--- src/rtl/apb_rsp_collector_if.sv ---
// Bus bundle between the APB bridge and apb_rsp_collector.
// Carries the bridge's APB master outputs, the per-slave APB returns,
// the completion strobe and the response-buffer handshake.
//   master modport : bridge / R-B channel side (drives APB signals and rsp_ready)
//   slave  modport : collector side (drives xfer_done, rsp_* and busy)
interface apb_rsp_collector_if #(
  parameter int C_APB_NUM_SLAVES = 1,
  parameter int C_DATA_WIDTH     = 32
);
  logic [C_APB_NUM_SLAVES-1:0]              m_apb_psel;
  logic                                     m_apb_penable;
  logic                                     m_apb_pwrite;
  logic [C_APB_NUM_SLAVES*C_DATA_WIDTH-1:0] m_apb_prdata;
  logic [C_APB_NUM_SLAVES-1:0]              m_apb_pready;
  logic [C_APB_NUM_SLAVES-1:0]              m_apb_pslverr;
  logic                                     xfer_done;
  logic                                     rsp_valid;
  logic                                     rsp_ready;
  logic [C_DATA_WIDTH-1:0]                  rsp_data;
  logic [1:0]                               rsp_resp;
  logic                                     rsp_write;
  logic                                     busy;

  modport master (
    output m_apb_psel, m_apb_penable, m_apb_pwrite,
    output m_apb_prdata, m_apb_pready, m_apb_pslverr,
    output rsp_ready,
    input  xfer_done, rsp_valid, rsp_data, rsp_resp, rsp_write, busy
  );

  modport slave (
    input  m_apb_psel, m_apb_penable, m_apb_pwrite,
    input  m_apb_prdata, m_apb_pready, m_apb_pslverr,
    input  rsp_ready,
    output xfer_done, rsp_valid, rsp_data, rsp_resp, rsp_write, busy
  );
endinterface

--- src/rtl/apb_rsp_collector.sv ---
// APB read/write response collector for the AXI4-Lite-to-APB bridge.
// Selects the active slave's PRDATA/PREADY/PSLVERR, detects completion,
// decode errors and access-phase timeouts, and holds the result in a
// single-entry response buffer with a valid/ready handshake.
// Ports:
//   s_axi_aclk   : clock
//   s_axi_areset : asynchronous active-high reset
//   bus          : APB monitor inputs, xfer_done, rsp_* handshake, busy
//   timeout_err  : sticky, set by any timeout completion
//   overrun_err  : sticky, set when a completion arrives while busy
module apb_rsp_collector #(
  parameter int C_APB_NUM_SLAVES = 1,
  parameter int C_DATA_WIDTH     = 32,
  parameter int C_TIMEOUT        = 256
) (
  input  logic                 s_axi_aclk,
  input  logic                 s_axi_areset,
  apb_rsp_collector_if.slave   bus,
  output logic                 timeout_err,
  output logic                 overrun_err
);

  localparam int unsigned NS = C_APB_NUM_SLAVES;
  localparam int unsigned W  = C_DATA_WIDTH;
  localparam int CW = (C_TIMEOUT > 0) ? $clog2(C_TIMEOUT + 1) : 1;
  localparam logic [CW-1:0] TO_LAST = (C_TIMEOUT > 0) ? CW'(C_TIMEOUT - 1) : '0;

  localparam logic [1:0] RESP_OKAY   = 2'b00;
  localparam logic [1:0] RESP_SLVERR = 2'b10;
  localparam logic [1:0] RESP_DECERR = 2'b11;

  typedef enum logic {S_IDLE, S_FULL} state_t;

  state_t        r_state;
  logic [W-1:0]  r_data;
  logic [1:0]    r_resp;
  logic          r_write;
  logic [CW-1:0] r_cnt;
  logic          r_timeout_err;
  logic          r_overrun_err;

  logic          w_onehot;
  logic          w_sel_ready;
  logic          w_sel_err;
  logic [W-1:0]  w_sel_data;
  logic          w_dec_done;
  logic          w_rdy_done;
  logic          w_to_done;
  logic          w_done;
  logic [1:0]    w_new_resp;
  logic [W-1:0]  w_new_data;
  logic          w_valid;

  // Slave decode: masking with psel means unselected returns never matter.
  always_comb begin
    w_onehot    = (bus.m_apb_psel != '0) &&
                  ((bus.m_apb_psel & (bus.m_apb_psel - 1'b1)) == '0);
    w_sel_ready = |(bus.m_apb_psel & bus.m_apb_pready);
    w_sel_err   = |(bus.m_apb_psel & bus.m_apb_pslverr);
    w_sel_data  = '0;
    for (int unsigned i = 0; i < NS; i++) begin
      if (bus.m_apb_psel[i]) begin
        w_sel_data = w_sel_data | bus.m_apb_prdata[i*W +: W];
      end
    end
  end

  // Completion sources in priority order: decode error, slave ready, timeout.
  always_comb begin
    w_dec_done = bus.m_apb_penable && !w_onehot;
    w_rdy_done = bus.m_apb_penable && w_onehot && w_sel_ready;
    w_to_done  = (C_TIMEOUT != 0) && bus.m_apb_penable && w_onehot &&
                 !w_sel_ready && (r_cnt == TO_LAST);
    w_done     = w_dec_done || w_rdy_done || w_to_done;

    w_new_resp = RESP_SLVERR;
    w_new_data = '0;
    if (w_dec_done) begin
      w_new_resp = RESP_DECERR;
    end else if (w_rdy_done && !w_sel_err) begin
      w_new_resp = RESP_OKAY;
      if (!bus.m_apb_pwrite) begin
        w_new_data = w_sel_data;
      end
    end
  end

  assign w_valid       = (r_state == S_FULL);
  assign bus.xfer_done = w_done;
  assign bus.rsp_valid = w_valid;
  assign bus.rsp_data  = r_data;
  assign bus.rsp_resp  = r_resp;
  assign bus.rsp_write = r_write;
  assign bus.busy      = w_valid && !bus.rsp_ready;
  assign timeout_err   = r_timeout_err;
  assign overrun_err   = r_overrun_err;

  always_ff @(posedge s_axi_aclk or posedge s_axi_areset) begin
    if (s_axi_areset) begin
      r_state       <= S_IDLE;
      r_data        <= '0;
      r_resp        <= RESP_OKAY;
      r_write       <= 1'b0;
      r_cnt         <= '0;
      r_timeout_err <= 1'b0;
      r_overrun_err <= 1'b0;
    end else begin
      // Wait counter: only runs through an uncompleted access phase, saturating.
      if (!bus.m_apb_penable || w_done) begin
        r_cnt <= '0;
      end else if (r_cnt != '1) begin
        r_cnt <= r_cnt + 1'b1;
      end

      if (w_to_done) begin
        r_timeout_err <= 1'b1;
      end

      case (r_state)
        S_IDLE: begin
          if (w_done) begin
            r_state <= S_FULL;
            r_data  <= w_new_data;
            r_resp  <= w_new_resp;
            r_write <= bus.m_apb_pwrite;
          end
        end
        S_FULL: begin
          if (w_done && bus.rsp_ready) begin
            // Old entry leaves on this edge while the new one is loaded.
            r_data  <= w_new_data;
            r_resp  <= w_new_resp;
            r_write <= bus.m_apb_pwrite;
          end else if (w_done) begin
            // No room: drop the new response and keep the buffered one.
            r_overrun_err <= 1'b1;
          end else if (bus.rsp_ready) begin
            r_state <= S_IDLE;
          end
        end
        default: r_state <= S_IDLE;
      endcase
    end
  end

endmodule

--- src/flat_wrapper.sv ---
// flat-port wrapper written by rule: the top's interface ports become plain ports
module apb_rsp_collector_flat 
#(
  parameter int C_APB_NUM_SLAVES = 1,
  parameter int C_DATA_WIDTH     = 32,
  parameter int C_TIMEOUT        = 256
)
  (s_axi_aclk, s_axi_areset, timeout_err, overrun_err, bus_m_apb_psel, bus_m_apb_penable, bus_m_apb_pwrite, bus_m_apb_prdata, bus_m_apb_pready, bus_m_apb_pslverr, bus_rsp_ready, bus_xfer_done, bus_rsp_valid, bus_rsp_data, bus_rsp_resp, bus_rsp_write, bus_busy);
  apb_rsp_collector_if #(.C_APB_NUM_SLAVES(C_APB_NUM_SLAVES), .C_DATA_WIDTH(C_DATA_WIDTH)) bus_i ();
  input  logic s_axi_aclk;
  input  logic s_axi_areset;
  output logic timeout_err;
  output logic overrun_err;
  input wire logic [$bits(bus_i.m_apb_psel)-1:0] bus_m_apb_psel;
  input wire logic [$bits(bus_i.m_apb_penable)-1:0] bus_m_apb_penable;
  input wire logic [$bits(bus_i.m_apb_pwrite)-1:0] bus_m_apb_pwrite;
  input wire logic [$bits(bus_i.m_apb_prdata)-1:0] bus_m_apb_prdata;
  input wire logic [$bits(bus_i.m_apb_pready)-1:0] bus_m_apb_pready;
  input wire logic [$bits(bus_i.m_apb_pslverr)-1:0] bus_m_apb_pslverr;
  input wire logic [$bits(bus_i.rsp_ready)-1:0] bus_rsp_ready;
  output wire logic [$bits(bus_i.xfer_done)-1:0] bus_xfer_done;
  output wire logic [$bits(bus_i.rsp_valid)-1:0] bus_rsp_valid;
  output wire logic [$bits(bus_i.rsp_data)-1:0] bus_rsp_data;
  output wire logic [$bits(bus_i.rsp_resp)-1:0] bus_rsp_resp;
  output wire logic [$bits(bus_i.rsp_write)-1:0] bus_rsp_write;
  output wire logic [$bits(bus_i.busy)-1:0] bus_busy;
  assign bus_i.m_apb_psel = bus_m_apb_psel;
  assign bus_i.m_apb_penable = bus_m_apb_penable;
  assign bus_i.m_apb_pwrite = bus_m_apb_pwrite;
  assign bus_i.m_apb_prdata = bus_m_apb_prdata;
  assign bus_i.m_apb_pready = bus_m_apb_pready;
  assign bus_i.m_apb_pslverr = bus_m_apb_pslverr;
  assign bus_i.rsp_ready = bus_rsp_ready;
  assign bus_xfer_done = bus_i.xfer_done;
  assign bus_rsp_valid = bus_i.rsp_valid;
  assign bus_rsp_data = bus_i.rsp_data;
  assign bus_rsp_resp = bus_i.rsp_resp;
  assign bus_rsp_write = bus_i.rsp_write;
  assign bus_busy = bus_i.busy;
  apb_rsp_collector #(.C_APB_NUM_SLAVES(C_APB_NUM_SLAVES), .C_DATA_WIDTH(C_DATA_WIDTH), .C_TIMEOUT(C_TIMEOUT)) u_core (.s_axi_aclk(s_axi_aclk), .s_axi_areset(s_axi_areset), .bus(bus_i), .timeout_err(timeout_err), .overrun_err(overrun_err));
endmodule
--- config.mk ---
export PLATFORM = sky130hd
export DESIGN_NAME = apb_rsp_collector_flat
export DESIGN_NICKNAME = d
export VERILOG_FILES = /design/src/rtl/apb_rsp_collector_if.sv /design/src/rtl/apb_rsp_collector.sv /design/src/flat_wrapper.sv
export SDC_FILE = /design/constraint.sdc
export NUM_CORES = 1
export LEC_CHECK = 0
export CAP_MARGIN = 20
export CORE_MARGIN = 2
export CORE_UTILIZATION = 44
export CTS_CLUSTER_DIAMETER = 50
export DETAILED_ROUTE_END_ITERATION = 7
export PLACE_DENSITY_LB_ADDON = 0.05
export SKIP_LAST_GASP = 1
export SLEW_MARGIN = 25
export SYNTH_ARGS = -nofsm -noshare
export SYNTH_HDL_FRONTEND = slang
export SYNTH_SLANG_ARGS = --single-unit
--- constraint.sdc ---
create_clock -name s_axi_aclk -period 2.3 [get_ports s_axi_aclk]
set_input_delay 0.46 -clock s_axi_aclk [delete_from_list [all_inputs] [get_ports s_axi_aclk]]
set_output_delay 0.46 -clock s_axi_aclk [all_outputs]
set_load 0.01 [all_outputs]
==> metrics <==
Worst Hold Class=flip-flop to flip-flop; ys async rst share=100%; drt total wl=4.82 mm; drt pass-1 iters=4; die area=5550 um^2; synthesized instance count=176; Switching Fraction=22.2%; sequential share of the synthesized area=53.8%; Flop pwr share=49.3%; via count=1667; Power Internal=1350 uW; critical-path maximum fanout=14; Ant. Diodes=0; Critical Path Source=u_core.r_cnt[1]; final hold vios=0; relative slew slack=61.3%; Initial Util=46.0%; Cell variety after synth=29; vias in the first global route=1553; Final HPWL DP=3.13 mm; antenna-violating nets left=0; EDFF count, synth=0; Achievable Freq=441 MHz; PortBufs=79; total power=1730 uW; number of fill cells in the layout=396; Post-CTS Hold Fix Bufs=0; cts bufs inserted=5; area of the core=4750 um^2; worst slew pin tran=0.580 ns; Most Frequent Cell on Critical Path=buf_4; PwrDens=517 nW/um^2; overall fraction of global-route tracks in use=18.0%; Die Span Y=74.5 um; layout cells sized above 1=16.2%; CTS tree=built; setup violators final=0; Synth area leader=dfrtp_1; RSZ-0062 raised after global routing=true; worst skew pair latency=0.30 ns; Num Clock Sinks=47; worst-path cell chain=ha_2, nand3_2, nor2_4, ha_4, or3b_4, buf_4, buf_4, nand3_4, buf_12, mux2_2; RR Startpoint=u_core.r_cnt[1]; outcome=finished clean; Hold Startpoint=u_core.timeout_err; Setup Skew=0.00605 ns; final cycle utilization of the critical path=98.6%; Final Max Tran Viols=0; Max Root-Sink Buffers=2; die width=74.5 um; switching power of the nets=385 uW; Net Count, Synth=219; combinational share of power=14.4%; Setup Total Neg Slack=0 ns; final worst path period need=2.27 ns; RePlAce Congestion=0.778; Reg clk slew, reported paths=0.08 ns; Arrival @ worst endpoint=2.46 ns; DRC Markers=0; first-pass GRT wire length=7.42 mm; required time worst endpoint=2.49 ns; synth warn=0; max-cap violations=0; crit path launch type=flip-flop; Static Leak=0.00150 uW; syn_area_per_cell=12.4 um^2; initial antenna violation count=0; # nets final=314; Vias per Instance=4.92; Crit Path Category=flip-flop to flip-flop; Syn Std Cell Area=2190 um^2; io pins=80; Placement Rows=25; Most used DFF post-synth=dfrtp_1; Peak supply drop=0.411 mV; WL/cell=14.2 um; Synth top area share=53.8%; Layout Utilization=70.5%; CP Capture Type=flip-flop; area grow syn2layout=53.3%; Hold WS=0.490 ns; #FFs+latches synth=47; Worst path slowest cell=dfrtp_1; clock share of power=36.3%; grt total ovfl=0; largest net degree at the start of global routing=48; CP max stage delay=0.41 ns; CTS root buf=clkbuf_8; 1st-iter DRT viols=82; Synth area leaders=dfrtp_1 (54%), mux2_1 (15%), nor3b_1 (11%), mux2_2 (2.6%), ha_1 (1.7%); CTS HTree Levels=2
-- area by class of cell --
| type | count | area, um^2 | share of cell area (%) |
|---|---|---|---|
| Clock buffer | 6 | 82.6 | 2.46 |
| Clock inverter | 2 | 35.0 | 1.05 |
| Inverter | 5 | 18.8 | 0.560 |
| Multi-Input combinational cell | 112 | 963 | 28.7 |
| Sequential cell | 47 | 1180 | 35.1 |
| Tap cell | 67 | 83.8 | 2.50 |
| Timing Repair Buffer | 100 | 992 | 29.6 |
-- cells by family after synthesis --
logic type / after synthesis / share of synthesized area, %
xor+xnor: 4 / 1.60
flops: 47 / 53.8
fa+ha+maj: 3 / 1.72
simple gates: 60 / 18.1
mux: 35 / 18.0
compound gates: 10 / 2.86
buf+inv: 17 / 4.00
-- metal layers --
metal | wire length [um] | GRT usage, % | vias to the layer above
met5 | 0 | 0 | -
met4 | 59 | 6.55 | 0
met3 | 368 | 5.56 | 5
met2 | 2220 | 27.6 | 63
met1 | 2170 | 24.2 | 796
li1 | - | - | 803
-- path summary, 6_finish.rpt --
kind / slack (ns) / cells after the start / to
setup / recovery: 0.03 / 10 / u_core.bus.rsp_data[31]
max in group asynchronous: 1.28 / 3 / u_core.bus.rsp_data[24]
setup reg to reg: 0.03 / 10 / u_core.bus.rsp_data[31]
min in group asynchronous: 0.62 / 3 / u_core.bus.rsp_data[12]
hold / removal: 0.49 / 1 / u_core.timeout_err
hold reg to reg: 0.49 / 1 / u_core.timeout_err
-- worst max-delay path: cells and delay by family (launching register included) --
family	cells	cell delay (ns)
adder cells (fa/ha/maj)	2	0.35
buffers and inverters	3	0.43
flip-flops	1	0.41
multiplexers	1	0.34
AND/OR/NAND/NOR	4	0.62
-- cells in the final DEF, fill, tap and decap left out, types with 2 or more instances in the layout --
cell type / instances
clkdlybuf4s50_1: 78
inv_1: 3
mux2_1: 29
nand4b_1: 3
o21ai_0: 2
clkbuf_8: 6
xor2_1: 3
nor3b_1: 33
buf_4: 17
a21oi_1: 4
inv_2: 2
dfrtp_1: 47
buf_12: 2
or3_1: 2
nand2_1: 3
nand3_1: 2
nor2_1: 8
mux2_2: 5
-- timing repair --
action,in CTS,in global routing
buffers inserted,3,1
pin swaps,6,5
endpoints found under the setup margin,1,35
gates resized for setup,11,5
cloned,1,0
-- state kept, by name (all words and copies together) (netlist names) --
| signal | flops |
|---|---|
| u_core.bus.rsp_data | 32 |
| u_core.bus.rsp_resp | 2 |
| u_core.bus.rsp_valid | 1 |
| u_core.bus.rsp_write | 1 |
| u_core.overrun_err | 1 |
| u_core.r_cnt | 9 |
| u_core.timeout_err | 1 |
-- cell usage after synthesis, types with 2 or more instances --
cell type,n
mux2_1,29
nor2_1,9
or3_1,2
dfrtp_1,47
clkbuf_1,8
nand4b_1,3
nor3b_1,33
mux2_2,5
nand2_1,4
o21ai_0,2
xor2_1,3
ha_1,3
nand3_1,3
a21oi_1,4
inv_1,5
buf_6,3
-- power by group through the flow --
stage               logic [uW]  clock network, uW  registers, uW
finish                     249                630            854
detailed placement         236                  0            870
global route               268                681            856
CTS                        251                653            854
floorplan                 90.6                  0            879
global placement           237                  0            870
-- stage by stage --
| stage | cell area [um^2] | setup WS [ns] | std cells |
|---|---|---|---|
| 6_report | 3350 | 0.0319 | 339 |
| 5_1_grt | 3350 | -0.0233 | 339 |
| 4_1_cts | 3320 | -0.0195 | 338 |
| 3_5_place_dp | 3140 | -0.0688 | 326 |
| 3_3_place_gp | 3140 | -0.0493 | 326 |
| 2_1_floorplan | 2190 | 0.208 | 176 |
Power figures use the tool's default switching activity.
